## src/rtl/mask_grant_drain.sv

```systemverilog
// mask_grant_drain: latches one request mask, then hands out its set bits
// lowest-index-first, at most GRANT_WIDTH per beat, until the mask is empty.
// Each granted bit lands in the output slot equal to its rank, which is the
// number of still-pending bits below it.
module mask_grant_drain #(
  parameter int NUM_INPUT   = 8,
  parameter int GRANT_WIDTH = 2,
  parameter int IDX_SIZE    = $clog2(NUM_INPUT)
) (
  input  logic                            clk,
  input  logic                            rst_n,
  input  logic                            in_valid,
  output logic                            in_ready,
  input  logic [NUM_INPUT-1:0]            in_mask,
  output logic                            out_valid,
  input  logic                            out_ready,
  output logic [NUM_INPUT-1:0]            out_grant,
  output logic [GRANT_WIDTH*IDX_SIZE-1:0] out_idx,
  output logic [GRANT_WIDTH-1:0]          out_idx_valid,
  output logic                            out_last
);

  // Popcounts never exceed NUM_INPUT, so this width cannot overflow.
  localparam int CW = $clog2(NUM_INPUT + 1);
  localparam logic [CW-1:0] GW_C = CW'(GRANT_WIDTH);

  typedef enum logic {
    IDLE  = 1'b0,
    DRAIN = 1'b1
  } state_t;

  state_t                          r_state;
  state_t                          w_state_next;
  logic [NUM_INPUT-1:0]            r_pending;
  logic [NUM_INPUT-1:0]            w_pending_next;
  logic [CW-1:0]                   w_rank [NUM_INPUT];
  logic [CW-1:0]                   w_total;
  logic [NUM_INPUT-1:0]            w_grant;
  logic [GRANT_WIDTH*IDX_SIZE-1:0] w_idx;
  logic [GRANT_WIDTH-1:0]          w_idx_valid;
  logic                            w_drain;
  logic                            w_last;

  function automatic logic [CW-1:0] popcnt(input logic [NUM_INPUT-1:0] v);
    logic [CW-1:0] s;
    s = '0;
    for (int j = 0; j < NUM_INPUT; j++) begin
      s = s + CW'(v[j]);
    end
    return s;
  endfunction

  assign w_drain = (r_state == DRAIN);
  assign w_total = popcnt(r_pending);
  assign w_last  = w_drain && (w_total <= GW_C);

  // Per-bit rank and grant: a pending bit is granted while its rank fits a slot.
  for (genvar gi = 0; gi < NUM_INPUT; gi++) begin : g_rank
    localparam logic [NUM_INPUT-1:0] LOW_MASK = NUM_INPUT'((64'd1 << gi) - 64'd1);
    assign w_rank[gi]  = popcnt(r_pending & LOW_MASK);
    assign w_grant[gi] = w_drain && r_pending[gi] && (w_rank[gi] < GW_C);
  end

  // Per-slot index: slot k carries the pending bit whose rank equals k.
  for (genvar gk = 0; gk < GRANT_WIDTH; gk++) begin : g_slot
    logic [IDX_SIZE-1:0] w_slot;

    // Select the one pending bit of rank gk; empty slots stay at zero.
    always_comb begin
      w_slot = '0;
      for (int i = 0; i < NUM_INPUT; i++) begin
        if (w_drain && r_pending[i] && (w_rank[i] == CW'(gk))) begin
          w_slot = IDX_SIZE'(i);
        end
      end
    end

    assign w_idx[gk*IDX_SIZE +: IDX_SIZE] = w_slot;
    assign w_idx_valid[gk]                = w_drain && (w_total > CW'(gk));
  end

  // State and pending mask; reset discards any partially drained mask.
  always_ff @(posedge clk or negedge rst_n) begin
    if (!rst_n) begin
      r_state   <= IDLE;
      r_pending <= '0;
    end else begin
      r_state   <= w_state_next;
      r_pending <= w_pending_next;
    end
  end

  // Next state: accept a non-empty mask in IDLE, retire granted bits on transfer.
  always_comb begin
    w_state_next   = r_state;
    w_pending_next = r_pending;
    case (r_state)
      IDLE: begin
        if (in_valid && (in_mask != '0)) begin
          w_pending_next = in_mask;
          w_state_next   = DRAIN;
        end
      end
      DRAIN: begin
        if (out_ready) begin
          w_pending_next = r_pending & ~w_grant;
          if (w_last) begin
            w_state_next = IDLE;
          end
        end
      end
      default: w_state_next = IDLE;
    endcase
  end

  assign in_ready      = !w_drain;
  assign out_valid     = w_drain;
  assign out_grant     = w_grant;
  assign out_idx       = w_idx;
  assign out_idx_valid = w_idx_valid;
  assign out_last      = w_last;

endmodule

```

## config.mk

```make
export PLATFORM = sky130hd
export DESIGN_NAME = mask_grant_drain
export DESIGN_NICKNAME = d
export VERILOG_FILES = /design/src/rtl/mask_grant_drain.sv
export SDC_FILE = /design/constraint.sdc
export NUM_CORES = 1
export LEC_CHECK = 0
export CORE_UTILIZATION = 30
export DETAILED_ROUTE_END_ITERATION = 10
export SLEW_MARGIN = 20
export SYNTH_ARGS = -nofsm -noshare
export SYNTH_HDL_FRONTEND = slang
export SYNTH_SLANG_ARGS = --single-unit
```

## constraint.sdc

```tcl
create_clock -name clk -period 4.1 [get_ports clk]
set_input_delay 0.615 -clock clk [delete_from_list [all_inputs] [get_ports clk]]
set_output_delay 0.615 -clock clk [all_outputs]
set_load 0.005 [all_outputs]
```

Word-level counts from Yosys, hierarchy flattened --
Cells that the tools add are included.
Word-level totals: flip-flop bits (word level) 9, input port bits 12, output and inout port bits 19, word-level logic and storage cells 94
Operators by class: $add $sub $neg 7, magnitude comparators 10, equal/unequal tests 8, mux-type cells 21, bitwise operators 3, reduce and logical (&&, ||, !) cells 43
Operator list (count):
- 1-bit logical AND | 33
- 4-bit logical NOT | 7
- 4-bit by 2-bit less-than comparator with 1-bit output (second input constant) | 6
- 3-bit two-way mux | 8
- 4-bit by 1-bit adder with 4-bit output | 4
- 4-bit by 1-bit == test with 1-bit output (second input constant) | 4
- 8-bit two-way mux | 2
- 8-bit one-hot mux with 2 select lines | 1
- 8-bit AND | 1
- 4-bit by 1-bit greater-than comparator with 1-bit output (second input constant) | 2
- 2-bit two-way mux | 4
- 8-bit inverter | 1
- 8-bit nonzero test | 1
- 1-bit two-way mux | 5
- 3-bit by 1-bit adder with 4-bit output | 1
- 4-bit by 2-bit <= comparator with 1-bit output (second input constant) | 1
- 2-bit inequality test (second input constant) | 2
- 2-bit by 1-bit adder with 3-bit output | 1
- 3-bit by 1-bit == test with 1-bit output (second input constant) | 1
- 1-bit by 1-bit adder with 2-bit output | 1
- 2-bit by 1-bit == test with 1-bit output (second input constant) | 1
- 1-bit by 2-bit less-than comparator with 1-bit output (second input constant) | 1
- 1-bit one-hot mux with 2 select lines | 1
- 2-bit AND reduction | 1
- 2 further kinds | 2

Longest topological paths before layout --
Gate-level depths: netlist of run 1.
depth after elaboration 12, gate-level depth with buffers 15, depth with buffers taken out 14

Worst setup path after synthesis of run 1 --
No wires, ideal clock.
path type reg2out, from reg r_pending[0], to out out_idx[3], arrival 3609 ps, required time 3485 ps, setup slack -124 ps, stages on the path, launching flop included 13, path buffers 0, cells stage by stage dfrtp_1 -> fa_1 -> ha_1 -> ha_1 -> ha_1 -> nand2_2 -> or3_1 -> nand4_2 -> o211ai_4 -> or4_4 -> or3_4 -> o21ai_2 -> nand2_1
On the way: longest elaborated chain between the ends 9, elaborated cells on any way between the ends 26, those cells by class 6 x add/sub; 6 x eq/ne; 7 x mux; 7 x reduce/logical
Ends and longest elaborated chain:
- start: declaration | RTL line 34 | logic [NUM_INPUT-1:0] r_pending;
- start signal: assignment | RTL line 89 | r_pending <= w_pending_next;
- 1-bit by 1-bit adder with 2-bit output | RTL line 48 | s = s + CW'(v[j]);
- 2-bit by 1-bit adder with 3-bit output / 2-bit by 1-bit == test with 1-bit output (equally long branches) | RTL line 48, 72
- 3-bit by 1-bit adder with 4-bit output, or another cell as far along | RTL line 48
- 4-bit by 1-bit adder with 4-bit output, or another cell as far along (3 in series) | RTL line 48
- 4-bit by 1-bit == test with 1-bit output, or another cell as far along | RTL line 72 | if (w_drain && r_pending[i] && (w_rank[i] == CW'(gk))) begin
- 1-bit logical AND / 3-bit two-way mux (equally long branches) | RTL line 72
- 3-bit two-way mux * | RTL line 72
- end: declaration | RTL line 18 | output logic [GRANT_WIDTH*IDX_SIZE-1:0] out_idx,
Every way passes the cells marked *; elsewhere a longest branch is shown, timed or not.

Worst setup path in the final report of run 1 --
from reg r_pending[1], to out out_idx[3]
On the way: longest elaborated chain between the ends 9, elaborated cells on any way between the ends 27, those cells by class 6 x add/sub; 6 x eq/ne; 7 x mux; 8 x reduce/logical
Ends and longest elaborated chain (RTL line):
- 1-bit by 1-bit adder with 2-bit output / 1-bit logical AND (equally long branches) | 48, 72
- 2-bit by 1-bit adder with 3-bit output, or another cell as far along | 48
- 3-bit by 1-bit adder with 4-bit output, or another cell as far along | 48
- 4-bit by 1-bit adder with 4-bit output, or another cell as far along (3 in series) | 48
- 4-bit by 1-bit == test with 1-bit output, or another cell as far along | 72
- 1-bit logical AND / 3-bit two-way mux (equally long branches) | 72
- 3-bit two-way mux * | 72
Marked as above.

==> impl_metrics.py, run 1 <==
metrics = {
    "outcome": {
        "status": "finished with violations",
        "violations": "setup timing",
    },
    "timing": {
        "fin_ws_ps": -304,
        "fmax_mhz": 227,
        "worst_slew_margin_rel": 0.492,
        "setup_violations": 11,
        "post-route-period-util": 1.07,
        "hold_slack_ps": 534,
        "tightestPinTransition_ps": 762,
        "drv_slew": 0,
        "skew_ps": 5.64,
        "hold_viol": 0,
        "fin_crit_ps": 4400,
        "rsz0062_at_grt": "true",
    },
    "yosys": {
        "syn-num-nets": 208,
        "yosysSeqAreaShare": 0.161,
        "synth_xor_area_frac": 0.0769,
        "synth_top_family_by_area": "simple AND/OR/NAND/NOR gates",
        "synth_area_mm2": 0.00140,
        "synth_cell_types": 54,
        "yosys.area_share.simple": 0.319,
        "synth_area_leaders": "dfrtp_1 (16%), ha_1 (11%), nand2_1 (7.0%), nor2_1 (6.4%), nand3_1 (4.6%)",
        "avgSynthCellArea_um2": 7.65,
        "muxShareOfSynthArea": 0,
        "synthCells": 183,
        "synth_top_area_frac": 0.161,
        "synth_top_cell_by_area": "dfrtp_1",
        "ys_warn_count": 0,
        "ys_seq_elements": 9,
        "synth_compound_area_frac": 0.265,
        "synth_adder_area_share": 0.122,
    },
    "cts": {
        "holdBufCountCts": 0,
        "cts.path.max_buffers": 2,
        "root_buffer": "clkbuf_8",
        "clk_latency_ps": 230,
        "htreeDepth": 1,
        "cts_buffers": 3,
        "clk_pin_slew_ps": 50,
        "cts_tree": "done",
        "clock-sinks": 9,
    },
    "route": {
        "routed_via_density": 5.36,
        "initialDrtViolationCount": 156,
        "dr_wl_met3_um": 181,
        "route.met2.wl_um": 2310,
        "drc": 0,
        "postRouteWirelength_um": 4500,
        "ant_nets": 0,
        "drtPass1Iterations": 5,
        "top_layer": "met4",
        "drt-met1-wl_um": 1930,
        "via_count": 1634,
        "wl_per_cell_um": 14.8,
    },
    "placement": {
        "place.gp.congestion": 0.895,
        "io_buffers": 30,
        "placed_area_mm2": 0.00201,
        "pre_cts_slack_ps": -528,
        "hpwl_um": 3460,
    },
    "cells_and_area": {
        "areaGrowthSynthToFinish_pct": 67.5,
        "fin_area_mm2": 0.00234,
        "drive_above_1_share": 0.427,
        "diodes": 0,
        "fin_nets": 279,
    },
    "worst_hold_path": {
        "whs_path_depth": 1,
        "hold_class": "flip-flop to flip-flop",
    },
    "global_routing": {
        "antenna_found_initial": 0,
        "track_usage": 0.184,
        "grt_pass1_vias": 1616,
        "grt_max_degree": 24,
        "grt-ovfl-total": 0,
        "grt_pass1_wl_um": 7310,
    },
    "setup_path": {
        "r2r_setup_slack_ps": 340,
        "critPathLaunchType": "flip-flop",
        "critPathKind": "flip-flop to primary output",
        "end_kind": "primary output",
        "critical_path.max_fanout": 6,
        "worstRegToRegCells": 14,
        "arrival_ps": 3790,
        "worstPathRequired_ps": 3480,
    },
    "floorplanning": {
        "design.core.area_mm2": 0.00441,
        "design.die.area_mm2": 0.00494,
        "rows": 24,
        "start_util": 0.317,
        "fp.dieH_um": 70.3,
        "fp.dieW_um": 70.3,
        "pin_count": 31,
    },
    "job": {
        "maxCapViolCount": 0,
    },
}
==> layout make-up <==
type,count,area [um2]
well taps,52,65.1
inverters,5,18.8
clock inverters,1,5.00
fillers,412,2070
multi-input cells,161,1390
clock buffers,3,41.3
repair buffers,74,603
flip-flops and latches,9,225
==> metal layers <==
layer	up-vias	track usage
met4	0	0.0578
met3	8	0.0188
met2	58	0.337
met5	-	0
met1	751	0.221
li1	817	-
==> stage by stage <==
| step | cells | util | setup TNS [ps] |
|---|---|---|---|
| after floorplan | 183 | - | 0 |
| after global placement | 293 | 0.456 | -4400 |
| after detailed placement | 293 | 0.456 | -4570 |
| after CTS | 302 | 0.496 | -1880 |
| after global routing | 305 | 0.531 | -3230 |
| final | 305 | 0.531 | -2040 |
==> Yosys cell counts (all sizes together) <==
| master | instances |
|---|---|
| o211a | 1 |
| inv | 5 |
| a211oi | 3 |
| nand3 | 13 |
| or4 | 2 |
| or3 | 3 |
| xnor3 | 2 |
| nor2b | 1 |
| a32o | 1 |
| buf | 4 |
| o211ai | 2 |
| o2111ai | 1 |
| xnor2 | 6 |
| and2 | 4 |
| nand2 | 28 |
| o21ai | 9 |
| a32oi | 1 |
| o32a | 1 |
| a21oi | 6 |
| a31o | 1 |
| nand3b | 1 |
| ha | 12 |
| o21a | 1 |
| xor2 | 1 |
| nor2 | 25 |
| clkbuf | 4 |
| nor4 | 3 |
| a22oi | 2 |
| nand2b | 2 |
| o311ai | 3 |
| a31oi | 2 |
| nand4 | 1 |
| nor4b | 1 |
| a22o | 6 |
| fa | 1 |
| and3 | 2 |
| a21boi | 2 |
| dfrtp | 9 |
| a21o | 6 |
| nor3 | 5 |
==> cells by family (layout without fill, tap and decap cells) <==
logic type                 count (synthesis)  after routing
and+or+nand+nor                           91             91
AOI/OAI and AO/OA                         48             48
adders and majority gates                 13             13
buffers and inverters                     13             83
xor gates and xnor gates                   9              9
DFF                                        9              9
==> flip-flops by register name, summed over array words and instances (netlist names) <==
name	flops
r_pending	8
out_valid	1
==> worst paths after layout <==
kind                           endpoint    startpoint
hold / removal             r_pending[6]  r_pending[6]
setup reg to reg           r_pending[7]  r_pending[1]
setup / recovery             out_idx[3]  r_pending[1]
hold reg to reg            r_pending[6]  r_pending[6]
max in group asynchronous  r_pending[6]         rst_n
min in group asynchronous  r_pending[5]         rst_n
==> layout by cell type (no fill, tap or decap), types with 4 or more instances in the layout <==
cell type / n
buf_4: 39
buf_2: 11
o21ai_0: 4
nand2_1: 24
nand3_2: 4
ha_1: 4
nand3_1: 8
ha_4: 7
a21oi_1: 5
clkdlybuf4s50_1: 19
dfrtp_1: 9
a22o_1: 6
buf_6: 4
a21o_1: 4
nor2_1: 22
inv_1: 5
==> worst max-delay path, stage by stage, from the launching register on <==
cell and delay [ps]:
dfrtp_1 390, fa_1 540, ha_4 200, ha_4 250
ha_4 270, ha_4 160, xnor2_2 120, xnor3_2 350
or4_4 590, or3_4 420, o21ai_2 70, nand2_1 60
buf_2 130
==> repair_timing <==
item,4_1_cts,5_1_grt
pin swaps,21,21
gates resized for setup,71,26
buffers inserted,5,3
setup endpoints to repair,12,12
Power of run 1 is not shown: default switching activity piles up to over one toggle a cycle in this logic, so the estimate is an artifact.
==> run 2, diff against run 1 <==
Settings changed: CORE_ASPECT_RATIO from default to 0.5, CORE_UTILIZATION 30 to 29, SLEW_MARGIN 20 to default.
==> run 2 against run 1 <==
Wire length grew 2.0%. Highest routed layer unchanged. Sequential share of layout area about the same. Critical path type unchanged. Worst setup slack got worse by 45 ps. Critical path depth increased by 2. Flip-flop and latch count is the same. Critical endpoint unchanged. Register-to-register slack worse by 200 ps. The run still ends with setup timing left.
==> impl_metrics.py, run 2 (synthesis gave the netlist of run 1 again) <==
metrics = {
    "timing": {
        "fin_ws_ps": -349,
        "setup_violations": 11,
        "fmax_mhz": 225,
        "post-route-period-util": 1.09,
        "worst_slew_margin_rel": 0.486,
        "tightestPinTransition_ps": 771,
        "rsz0062_at_grt": "true",
        "skew_ps": 1.25,
        "fin_crit_ps": 4450,
        "drv_slew": 0,
        "hold_viol": 0,
    },
    "worst_hold_path": {
        "holdCritStartpoint": "r_pending[6]",
        "hold_class": "flip-flop to flip-flop",
    },
    "cells_and_area": {
        "drive_above_1_share": 0.417,
        "fin_nets": 280,
        "diodes": 0,
        "num-fill-cells": 459,
        "regMostFlops": "r_pending",
        "largest_reg_flops": 8,
        "multi_input_area_mm2": 0.00136,
        "areaGrowthSynthToFinish_pct": 67.1,
        "final_common_cell": "buf_4",
        "fin_area_mm2": 0.00234,
        "seqCellArea_um2": 225,
        "final_cell_mix": "buf_4 (38), nand2_1 (26), clkdlybuf4s50_1 (19), nor2_1 (18), nand3_1 (10)",
        "finalNonFillerCells": 320,
    },
    "cts": {
        "clock-sinks": 9,
        "clk_pin_slew_ps": 40,
        "clk_latency_ps": 230,
        "holdBufCountCts": 0,
        "cts.path.max_buffers": 2,
        "cts_tree": "done",
        "cts_buffers": 3,
        "htreeDepth": 1,
        "root_buffer": "clkbuf_8",
    },
    "route": {
        "postRouteWirelength_um": 4590,
        "initialDrtViolationCount": 50,
        "ant_nets": 0,
        "drtPass1Iterations": 5,
        "drc": 0,
        "routed_via_density": 5.11,
        "wl_per_cell_um": 14.4,
        "via_count": 1634,
    },
    "setup_path": {
        "critPathLaunchType": "flip-flop",
        "cp-startpoint": "r_pending[1]",
        "reg2reg_from": "r_pending[1]",
        "end_kind": "primary output",
        "critPathKind": "flip-flop to primary output",
        "critical_path.max_fanout": 5,
        "worstPathRequired_ps": 3480,
        "arrival_ps": 3830,
    },
    "outcome": {
        "violations": "setup timing",
        "status": "finished with violations",
    },
    "placement": {
        "placed_area_mm2": 0.00202,
        "hpwl_um": 3500,
        "place.gp.congestion": 0.843,
        "io_buffers": 30,
        "dp.cells": 306,
    },
    "floorplanning": {
        "start_util": 0.310,
        "design.die.area_mm2": 0.00513,
        "pin_count": 31,
        "fp.dieH_um": 51.1,
        "design.core.area_mm2": 0.00451,
        "fp.dieW_um": 100,
        "rows": 17,
    },
    "global_routing": {
        "grt_pass1_vias": 1559,
        "grt-ovfl-total": 0,
        "antenna_found_initial": 0,
        "track_usage": 0.181,
        "grt_max_degree": 24,
        "grt_pass1_wl_um": 7240,
    },
    "job": {
        "maxCapViolCount": 0,
    },
}
## run 2: cell count changes in the layout (fill, tap and decap cells not counted), moves of 2 or more
cell and delta:
clkbuf_2 +2, nor2_2 +5, nand3_1 +2, a211oi_2 +2, nor2_1 -4, buf_6 +3
nand2_1 +2, buf_2 -3
## run 2: what timing repair did
action	4_1_cts	5_1_grt
setup buffers	8	4
pin swaps	21	17
resized for setup	57	31
setup endpoints to repair	12	12
## run 2: path summary, 6_finish.rpt
kind,endpoint,slack (ps),cells past startpoint
worst max-delay path,out_idx[3],-350,14
worst min-delay path,r_pending[6],570,1
worst max register to register,out_valid,140,17
worst min register to register,r_pending[6],570,1
max in group asynchronous,out_valid,3130,1
min in group asynchronous,r_pending[4],680,1
## run 2: per-stage QoR
stage,setup slack [ps],TNS [ps],hold WS (ps),utilization
after floorplan,13.7,0,319,-
after global placement,-511,-4340,544,0.449
after detailed placement,-561,-5020,554,0.449
after CTS,-314,-2750,562,0.485
after global routing,-446,-3670,591,0.519
final,-349,-2450,573,0.519
## run 2: critical path, stage by stage (launching register included)
cell and delay (ps):
dfrtp_1 390, fa_2 620, ha_4 220, ha_4 170
ha_4 310, nand2_4 70, buf_6 110, nand3_2 60
o211ai_1 130, o21a_2 260, or4_4 570, or3_4 420
o21ai_2 70, nand2_1 70, buf_2 130
## run 2: per-layer routing
layer,wire length (um),track usage,part of all wire
met5,0,0,0
met4,15,0.0362,0.0033
met3,103,0.00821,0.022
met2,2180,0.309,0.47
met1,2300,0.255,0.50
## run 2: final cells by class
cell class | count | area share
clock buffer | 4 | 0.0193
inverter | 5 | 0.00802
sequential | 9 | 0.0963
timing repair buffer | 75 | 0.262
multi-input combinational | 161 | 0.579
tap | 66 | 0.0353
Power of run 2 is left out for the same reason.
==> run 3, diff against run 2 <==
Settings changed: SETUP_SLACK_MARGIN from default to 0.02.
==> run 3 against run 2 <==
Global-route usage fell by 0.25 points. The run still ends with setup timing left. Sequential share of layout area fell by 0.12 points. Critical path type unchanged. Hold slack got worse by 12 ps. Register-to-register slack improved by 190 ps.
==> impl_metrics.py, run 3 (synthesis gave the netlist of run 1 again) <==
metrics = {
    "floorplanning": {
        "design.die.area_mm2": 0.00513,
        "fp.dieW_um": 100,
        "start_util": 0.310,
        "pin_count": 31,
        "fp.dieH_um": 51.1,
        "rows": 17,
        "design.core.area_mm2": 0.00451,
    },
    "cts": {
        "clock-sinks": 9,
        "root_buffer": "clkbuf_8",
        "cts.path.max_buffers": 2,
        "holdBufCountCts": 0,
        "clk_latency_ps": 230,
        "clk_pin_slew_ps": 50,
        "htreeDepth": 1,
        "cts_tree": "done",
        "cts_buffers": 3,
    },
    "setup_path": {
        "critPathMaxStageDelay_ps": 600,
        "critPathTopFamily": "simple AND/OR/NAND/NOR gates",
        "critPathKind": "flip-flop to primary output",
        "worstPathRequired_ps": 3480,
        "crit_top_cell": "ha_4",
        "critPathLaunchType": "flip-flop",
        "end_kind": "primary output",
        "arrival_ps": 3780,
        "r2r_setup_slack_ps": 330,
        "critPathBufInv": 1,
        "crit_chain": "fa_1 -> ha_4 -> ha_4 -> ha_4 -> nand2_4 -> or3_4 -> nand4_4 -> o211ai_4 -> or4_4 -> or3_4 -> o21ai_2 -> nand2_1 -> buf_2",
        "critical_path.max_fanout": 5,
        "crit_slowest_cell": "fa_1",
    },
    "job": {
        "maxCapViolCount": 0,
    },
    "route": {
        "routed_via_density": 5.10,
        "drtPass1Iterations": 4,
        "ant_nets": 0,
        "drc": 0,
        "via_count": 1657,
        "postRouteWirelength_um": 4690,
        "initialDrtViolationCount": 57,
        "wl_per_cell_um": 14.4,
    },
    "cells_and_area": {
        "diodes": 0,
        "finalNonFillerCells": 325,
        "seqCellArea_um2": 225,
        "final_cell_mix": "buf_4 (46), nand2_1 (25), nor2_1 (20), clkdlybuf4s50_1 (19)",
        "num-fill-cells": 420,
        "regMostFlops": "r_pending",
        "drive_above_1_share": 0.421,
        "areaGrowthSynthToFinish_pct": 69.2,
        "multi_input_area_mm2": 0.00136,
        "fin_nets": 285,
        "final_common_cell": "buf_4",
        "largest_reg_flops": 8,
    },
    "placement": {
        "io_buffers": 30,
        "hpwl_um": 3520,
        "place.gp.congestion": 0.871,
        "dp.cells": 305,
    },
    "timing": {
        "skew_ps": 2.18,
        "tightestPinTransition_ps": 572,
        "fin_ws_ps": -292,
        "post-route-period-util": 1.07,
        "fmax_mhz": 228,
        "rsz0062_at_grt": "true",
        "worst_slew_margin_rel": 0.618,
        "hold_viol": 0,
        "drv_slew": 0,
        "fin_crit_ps": 4390,
        "setup_violations": 11,
        "hold_slack_ps": 562,
    },
    "global_routing": {
        "grt_pass1_vias": 1598,
        "track_usage": 0.178,
        "grt-ovfl-total": 0,
        "antenna_found_initial": 0,
        "grt_pass1_wl_um": 7160,
        "grt_max_degree": 14,
    },
    "outcome": {
        "violations": "setup timing",
        "status": "finished with violations",
    },
    "worst_hold_path": {
        "hold_class": "flip-flop to flip-flop",
    },
}
[run 3: metal layers]
metal,up-vias,part of all wire,GRT usage
met5,-,0,0
met4,0,0.0081,0.0459
met3,6,0.033,0.0219
met2,40,0.48,0.307
met1,783,0.48,0.238
li1,828,-,-
[run 3: cell type report]
class	instances	area share
Clock buffer	4	0.0190
Inverter	5	0.00792
Multi-Input combinational cell	161	0.575
Sequential cell	9	0.0951
Tap cell	66	0.0349
Timing Repair Buffer	80	0.268
[run 3: final timing paths]
check,to,from,cells past startpoint
worst max register to register,r_pending[7],r_pending[1],18
min in group asynchronous,r_pending[3],rst_n,1
max in group asynchronous,r_pending[0],rst_n,1
worst max-delay path,out_idx[3],r_pending[1],13
worst min register to register,r_pending[6],r_pending[6],1
worst min-delay path,r_pending[6],r_pending[6],1
[run 3: timing repair]
item	4_1_cts	5_1_grt
pin swaps	19	18
endpoints found under the setup margin	12	12
gates resized for setup	62	27
buffers inserted	11	6
[run 3: worst register-to-register path, cell delays in order (launching register included)]
cell	delay (ps)
dfrtp_1	390
fa_1	600
ha_4	230
ha_4	170
ha_4	300
nand2_4	70
or3_4	400
nand4_4	90
buf_4	110
buf_4	90
o211a_1	170
nand3_2	70
a211oi_2	190
buf_4	180
buf_6	110
nor2_4	40
buf_4	130
buf_4	120
a31o_1	200
[run 3: per-stage QoR]
| stage | util | setup slack [ps] | instance area, um2 | TNS [ps] |
|---|---|---|---|---|
| 2_1_floorplan | - | 27.7 | 1450 | 0 |
| 3_3_place_gp | 0.450 | -467 | 2030 | -3950 |
| 3_5_place_dp | 0.450 | -538 | 2030 | -4450 |
| 4_1_cts | 0.489 | -306 | 2210 | -2130 |
| 5_1_grt | 0.525 | -392 | 2370 | -3270 |
| 6_report | 0.525 | -292 | 2370 | -2050 |
Power of run 3 is left out for the same reason.
